==> config.mk <==
export PLATFORM = sky130hd
export DESIGN_NAME = spi_reg_slave_flat
export DESIGN_NICKNAME = d
export VERILOG_FILES = /design/src/rtl/spi_reg_slave_pkg.sv /design/src/rtl/spi_reg_slave_if.sv /design/src/rtl/spi_sync_edge.sv /design/src/rtl/spi_reg_slave.sv /design/src/flat_wrapper.sv
export SDC_FILE = /design/constraint.sdc
export NUM_CORES = 1
export LEC_CHECK = 0
export ABC_CLOCK_PERIOD_IN_PS = 4700
export BUFFER_PORTS_ARGS = -buffer_cell sky130_fd_sc_hd__buf_4
export CAP_MARGIN = 30
export CORE_ASPECT_RATIO = 0.7
export CORE_MARGIN = 2
export CORE_UTILIZATION = 54
export DETAILED_ROUTE_END_ITERATION = 8
export PLACE_DENSITY = 0.9
export SETUP_SLACK_MARGIN = 0.1
export SLEW_MARGIN = 20
export SYNTH_ARGS = -nofsm -noshare
export SYNTH_HDL_FRONTEND = slang
export SYNTH_SLANG_ARGS = --single-unit
==> constraint.sdc <==
create_clock -name master_clk -period 4.7 [get_ports master_clk]
set_input_delay 0.94 -clock master_clk [delete_from_list [all_inputs] [get_ports master_clk]]
set_output_delay 0.94 -clock master_clk [all_outputs]
set_load 0.01 [all_outputs]
==> src/rtl/spi_reg_slave_pkg.sv <==
// Frame constants and FSM state encoding shared by the SPI register slave.
// Pure declarations: no latency or flow control of its own.
package spi_reg_pkg;
  localparam int FRAME_BITS = 16;
  localparam int ADDR_W     = 7;
  localparam int DATA_W     = 8;
  localparam int RW_BIT     = 15;

  typedef enum logic [1:0] {
    IDLE,
    SHIFT,
    DONE
  } state_t;
endpackage

==> src/rtl/spi_reg_slave_if.sv <==
// SPI pin bundle (CS, SCLK, MOSI, MISO) between an SPI master and the register slave.
// Wires only: no latency; SPI has no backpressure.
interface spi_reg_slave_if;
  logic spi_cs_n;
  logic spi_sclk;
  logic spi_mosi;
  logic spi_miso;

  modport master (output spi_cs_n, output spi_sclk, output spi_mosi, input spi_miso);
  modport slave  (input spi_cs_n, input spi_sclk, input spi_mosi, output spi_miso);
endinterface

==> src/rtl/spi_sync_edge.sv <==
// 2-flop synchronizer plus registered rise/fall detect for one asynchronous pin.
// Latency: level after 2 cycles, edge pulse 3 cycles after the pin moves; no backpressure.
module spi_sync_edge (
  input  logic master_clk,
  input  logic reset,
  input  logic d,
  output logic q,
  output logic rise,
  output logic fall
);
  logic s1;
  logic dly;

  // Reset to 0 so a pin already low at reset release never looks like a falling edge.
  always_ff @(posedge master_clk or posedge reset) begin
    if (reset) begin
      s1   <= 1'b0;
      q    <= 1'b0;
      dly  <= 1'b0;
      rise <= 1'b0;
      fall <= 1'b0;
    end else begin
      s1   <= d;
      q    <= s1;
      dly  <= q;
      rise <= q & ~dly;
      fall <= ~q & dly;
    end
  end
endmodule

==> src/rtl/spi_reg_slave.sv <==
// Oversampled SPI mode-0 slave turning 16-bit frames into register writes; commit 4 cycles after 16th SCLK pin edge.
// No backpressure; `SPI_REG_READBACK_EN adds register readback on MISO (otherwise MISO is tied 0).
module spi_reg_slave
  import spi_reg_pkg::*;
#(
  parameter int NUM_REGS = 8,
  parameter int ADDR_W   = 7
) (
  input  logic                  master_clk,
  input  logic                  reset,
  spi_reg_slave_if.slave        spi,
  output logic [NUM_REGS*8-1:0] regs_out,
  output logic                  wr_stb,
  output logic [ADDR_W-1:0]     wr_addr,
  output logic                  frame_err
);
  logic cs_q, cs_rise, cs_fall;
  logic sclk_q, sclk_rise, sclk_fall;
  logic mosi_q, mosi_rise, mosi_fall;

  spi_sync_edge u_cs   (.master_clk(master_clk), .reset(reset), .d(spi.spi_cs_n),
                        .q(cs_q), .rise(cs_rise), .fall(cs_fall));
  spi_sync_edge u_sclk (.master_clk(master_clk), .reset(reset), .d(spi.spi_sclk),
                        .q(sclk_q), .rise(sclk_rise), .fall(sclk_fall));
  spi_sync_edge u_mosi (.master_clk(master_clk), .reset(reset), .d(spi.spi_mosi),
                        .q(mosi_q), .rise(mosi_rise), .fall(mosi_fall));

  logic unused_ok;
  assign unused_ok = &{1'b0, cs_q, sclk_q, mosi_rise, mosi_fall, sclk_fall};

  state_t                state, state_n;
  logic [4:0]            cnt, cnt_n;
  logic [FRAME_BITS-1:0] sh, sh_n, sh_shift;
  logic [NUM_REGS*8-1:0] regs_n;
  logic [ADDR_W-1:0]     wr_addr_n;
  logic                  wr_stb_n, frame_err_n, wr_ok;

  assign sh_shift = {sh[FRAME_BITS-2:0], mosi_q};
  assign wr_ok    = !sh_shift[RW_BIT] && (int'(sh_shift[RW_BIT-1 -: ADDR_W]) < NUM_REGS);

`ifdef SPI_REG_READBACK_EN
  logic [DATA_W-1:0] tx, tx_n, rd_byte;
  logic              miso, miso_n;

  // After 8 bits the low byte of the shifter holds {R/W, addr}; out-of-range reads give 0.
  always_comb begin
    rd_byte = '0;
    for (int i = 0; i < NUM_REGS; i++)
      if (sh_shift[DATA_W-1] && sh_shift[ADDR_W-1:0] == ADDR_W'(i))
        rd_byte = regs_out[i*8 +: 8];
  end

  assign spi.spi_miso = miso;
`else
  assign spi.spi_miso = 1'b0;
`endif

  always_comb begin
    state_n     = state;
    cnt_n       = cnt;
    sh_n        = sh;
    regs_n      = regs_out;
    wr_addr_n   = wr_addr;
    wr_stb_n    = 1'b0;
    frame_err_n = 1'b0;
`ifdef SPI_REG_READBACK_EN
    tx_n        = tx;
    miso_n      = miso;
`endif
    case (state)
      IDLE: begin
`ifdef SPI_REG_READBACK_EN
        miso_n = 1'b0;
        tx_n   = '0;
`endif
        if (cs_fall) begin
          state_n = SHIFT;
          cnt_n   = '0;
          sh_n    = '0;
        end
      end
      SHIFT: begin
        if (cs_rise) begin
          state_n     = IDLE;
          frame_err_n = 1'b1;
`ifdef SPI_REG_READBACK_EN
          miso_n      = 1'b0;
`endif
        end else if (sclk_rise) begin
          sh_n  = sh_shift;
          cnt_n = cnt + 5'd1;
`ifdef SPI_REG_READBACK_EN
          if (cnt == 5'(DATA_W - 1))
            tx_n = rd_byte;
`endif
          if (cnt == 5'(FRAME_BITS - 1)) begin
            state_n = DONE;
`ifdef SPI_REG_READBACK_EN
            miso_n  = 1'b0;
`endif
            if (wr_ok) begin
              wr_stb_n  = 1'b1;
              wr_addr_n = sh_shift[RW_BIT-1 -: ADDR_W];
              for (int i = 0; i < NUM_REGS; i++)
                if (sh_shift[RW_BIT-1 -: ADDR_W] == ADDR_W'(i))
                  regs_n[i*8 +: 8] = sh_shift[DATA_W-1:0];
            end
          end
        end
`ifdef SPI_REG_READBACK_EN
        else if (sclk_fall) begin
          miso_n = tx[DATA_W-1];
          tx_n   = {tx[DATA_W-2:0], 1'b0};
        end
`endif
      end
      DONE: begin
`ifdef SPI_REG_READBACK_EN
        miso_n = 1'b0;
`endif
        if (cs_rise)
          state_n = IDLE;
      end
      default: state_n = IDLE;
    endcase
  end

  always_ff @(posedge master_clk or posedge reset) begin
    if (reset) begin
      state     <= IDLE;
      cnt       <= '0;
      sh        <= '0;
      regs_out  <= '0;
      wr_addr   <= '0;
      wr_stb    <= 1'b0;
      frame_err <= 1'b0;
`ifdef SPI_REG_READBACK_EN
      tx        <= '0;
      miso      <= 1'b0;
`endif
    end else begin
      state     <= state_n;
      cnt       <= cnt_n;
      sh        <= sh_n;
      regs_out  <= regs_n;
      wr_addr   <= wr_addr_n;
      wr_stb    <= wr_stb_n;
      frame_err <= frame_err_n;
`ifdef SPI_REG_READBACK_EN
      tx        <= tx_n;
      miso      <= miso_n;
`endif
    end
  end
endmodule

==> src/flat_wrapper.sv <==
// flat-port wrapper written by rule: the top's interface ports become plain ports
module spi_reg_slave_flat import spi_reg_pkg::*;
#(
  parameter int NUM_REGS = 8,
  parameter int ADDR_W   = 7
)
  (master_clk, reset, regs_out, wr_stb, wr_addr, frame_err, spi_spi_cs_n, spi_spi_sclk, spi_spi_mosi, spi_spi_miso);
  spi_reg_slave_if spi_i ();
  input  logic master_clk;
  input  logic reset;
  output logic [NUM_REGS*8-1:0] regs_out;
  output logic wr_stb;
  output logic [ADDR_W-1:0] wr_addr;
  output logic frame_err;
  input wire logic [$bits(spi_i.spi_cs_n)-1:0] spi_spi_cs_n;
  input wire logic [$bits(spi_i.spi_sclk)-1:0] spi_spi_sclk;
  input wire logic [$bits(spi_i.spi_mosi)-1:0] spi_spi_mosi;
  output wire logic [$bits(spi_i.spi_miso)-1:0] spi_spi_miso;
  assign spi_i.spi_cs_n = spi_spi_cs_n;
  assign spi_i.spi_sclk = spi_spi_sclk;
  assign spi_i.spi_mosi = spi_spi_mosi;
  assign spi_spi_miso = spi_i.spi_miso;
  spi_reg_slave #(.NUM_REGS(NUM_REGS), .ADDR_W(ADDR_W)) u_core (.master_clk(master_clk), .reset(reset), .spi(spi_i), .regs_out(regs_out), .wr_stb(wr_stb), .wr_addr(wr_addr), .frame_err(frame_err));
endmodule
==> results.yml <==
run_status:
  outcome: "complete, no violations"
setup_path:
  rr_worst_depth: 7
  crit_path_end_kind: "register"
  cp.required_ns: 4.96
  cp-start-kind: "register"
  slowest_stage: "and3_1"
  critPathMaxStageDelay_ns: 0.43
  worstPathArrival_ns: 2.61
  crit_chain: "ha_1 -> and3_1 -> ha_1 -> nand2b_1 -> nor3_1 -> and3_1 -> mux2_2"
  crit_path_max_fanout: 8
  crit_type: "register to register"
  rrSetupSlack_ns: 2.36
  regToRegStartpoint: "u_core.cnt[0]$_DFFE_PP0P_"
  path_delay_family: "simple AND/OR/NAND/NOR gates"
  path_buf_inv: 0
  r2r_end: "u_core.regs_out[37]$_DFFE_PP0P_"
synthesis:
  synth-edff-count: 0
  synth_top_area_share_pct: 64.5
  synth_compound_area_share_pct: 2.74
  synth_nets: 296
  synth_common_cells: "106 x dfrtp_1, 50 x mux2_2, 33 x nand2_1"
  synthTopCellsByArea: "dfrtp_1 65%, mux2_2 14%, mux2_1 4.7%"
  synthArstFlopShare_pct: 100
  synth_top_family_by_area: "multiplexers"
  synth-adder-area-share_pct: 0.609
  post-synth-top-count-cell: "dfrtp_1"
  avgSynthCellArea_um2: 14.2
  ys_seq_elements: 106
  netlist.top_cell.by_area: "dfrtp_1"
  ys_types: 35
  synth-simple-area-share_pct: 10.6
  synth_ff_type: "dfrtp_1"
  synth.area.mux_share_pct: 18.4
  synth_cells: 289
  yosys_warnings: 0
  synth-xor-area-share_pct: 0.426
  ys_seq_area_share_pct: 64.5
  synth_area_mm2: 0.00411
detailed_routing:
  drt-total-wl_mm: 8.27
  antenna_left: 0
  vias: 2480
  viasPerCell: 5.33
  first_pass_iters: 4
  wire_per_inst_um: 17.8
  drc: 0
  drtIter0Drc: 167
clock_tree:
  cts_sinks: 106
  cts_resized: 0
  clk_latency_ns: 0.37
  cts_tree: "yes"
  cts_buffers: 9
  htree_num_levels: 3
  clockBufferDepth: 2
  cts_setup_buffers: 0
  cts_hold_buf: 0
  clkTransAtPathRegs_ns: 0.10
  root_buffer: "clkbuf_8"
worst_hold_path:
  min_to: "u_core.u_cs.q$_DFF_PP0_"
  holdPathStages: 0
  hold_start: "u_core.u_cs.s1$_DFF_PP0_"
  hold_path.class: "register to register"
sta:
  setup_viol: 0
  clock_skew_ns: 0.00961
  maxSlewHeadroom_pct: 52.3
  period_share_pct: 49.8
  timing.fmax_mhz: 427
  rsz0062_at_grt: "false"
  finalMaxSlewViolations: 0
  hold_violations: 0
  fin_crit_ns: 2.34
  tns_ns: 0
  worst_slew_pin_slew_ns: 0.706
final_layout:
  area_growth_pct: 20.2
  fin_area_mm2: 0.00494
  diodes: 0
  nNetsFinal: 369
  fillCellCount: 537
  utilization_pct: 67.2
  layout-drive-gt1-share_pct: 43.1
place:
  placed_cell_area_mm2: 0.00473
  dp_hpwl_mm: 5.54
  port_buffers: 77
  gp_congestion: 0.805
die:
  initial_utilization_pct: 55.9
  die-height_um: 77.0
  io_pins: 79
  die_w_um: 108
  rows: 26
  dieArea_mm2: 0.00834
  core_mm2: 0.00735
grt:
  grt_max_degree: 77
  first_global_vias: 2431
  track_usage_pct: 21.5
  antenna_found_initial: 0
  grt_pass1_wl_mm: 13.3
  overflow: 0
job:
  cap_violations: 0
pwr:
  cellLeakagePower_nw: 2.61
  ir_drop_v: 0.000179
  p_total_w: 0.00156
  pwr_density_cell_mw_per_mm2: 317
-- through the flow --
stage	hold slack [ns]	cells	worst slack, ns
final	0.361	465	2.36
after CTS	0.364	464	2.35
after global placement	0.332	448	2.46
after floorplan	0.331	289	0.971
after detailed placement	0.340	448	2.38
after global routing	0.380	465	2.16
-- worst max-delay path by stage --
stage | start | to | slack, ns | cells past startpoint
after floorplan | reset | u_core.cnt[0]$_DFFE_PP0P_ | 0.97 | 1
after global placement | u_core.cnt[0]$_DFFE_PP0P_ | u_core.regs_out[36]$_DFFE_PP0P_ | 2.46 | 7
after detailed placement | u_core.cnt[0]$_DFFE_PP0P_ | u_core.regs_out[36]$_DFFE_PP0P_ | 2.38 | 7
after CTS | u_core.cnt[0]$_DFFE_PP0P_ | u_core.regs_out[37]$_DFFE_PP0P_ | 2.35 | 7
after global routing | u_core.cnt[0]$_DFFE_PP0P_ | u_core.regs_out[37]$_DFFE_PP0P_ | 2.16 | 7
final | u_core.cnt[0]$_DFFE_PP0P_ | u_core.regs_out[37]$_DFFE_PP0P_ | 2.36 | 7
-- worst reg2reg max path, delay by kind of cell, from the launching register on --
| family | cells | cell delay [ns] |
|---|---|---|
| multiplexers | 1 | 0.39 |
| flip-flops | 1 | 0.40 |
| adder cells (fa/ha/maj) | 2 | 0.36 |
| AND/OR/NAND/NOR | 4 | 1.09 |
-- report_power, final --
group / total [W] / internal (W) / switching, W
combinational: 0.0000736 / 0.0000225 / 0.0000511
clock: 0.000527 / 0.000214 / 0.000313
sequential: 0.000964 / 0.000930 / 0.0000346
-- sequential cells by signal, indices dropped and copies added (netlist names), 2 cells and up --
name             count
u_core.sh           15
u_core.state         2
u_core.cnt           5
u_core.wr_addr       7
u_core.regs_out     64
-- per-layer routing --
metal | GRT usage (%) | wire, um | vias to the layer above
met1 | 30.2 | 3660 | 1241
met3 | 9.69 | 767 | 7
met5 | 0 | 0 | -
met2 | 31.6 | 3820 | 97
met4 | 3.46 | 30 | 0
li1 | - | - | 1135
-- cell families (layout without fill, tap and decap cells) --
| kind of cell | count (synthesis) | count (layout) |
|---|---|---|
| simple gates | 69 | 69 |
| other cells | 1 | 1 |
| buf+inv | 21 | 99 |
| fa+ha+maj | 2 | 2 |
| xor+xnor | 2 | 2 |
| compound gates | 21 | 21 |
| flops | 106 | 106 |
| mux | 67 | 67 |
-- layout by cell type, fill, tap and decap left out, drive strengths merged, types with 3 or more instances in the layout --
cell,Yosys,routed
dfrtp,106,106
o21ai,17,17
nor3,3,3
nor2b,7,7
nand2b,3,3
inv,2,5
clkbuf,7,10
nand4,3,3
buf,12,81
mux2,67,67
and3,3,3
nand2,35,35
nor2,4,4
-- cell type report --
class	count	area, um^2	share of cell area, %
repair buffers	81	621	12.6
well taps	98	123	2.48
multi-input cells	162	1350	27.3
clock buffers	10	138	2.79
flip-flops and latches	106	2650	53.7
clock inverters	6	48.8	0.988
inverters	2	10.0	0.203
Note: power is estimated with default switching activity, not from simulation.
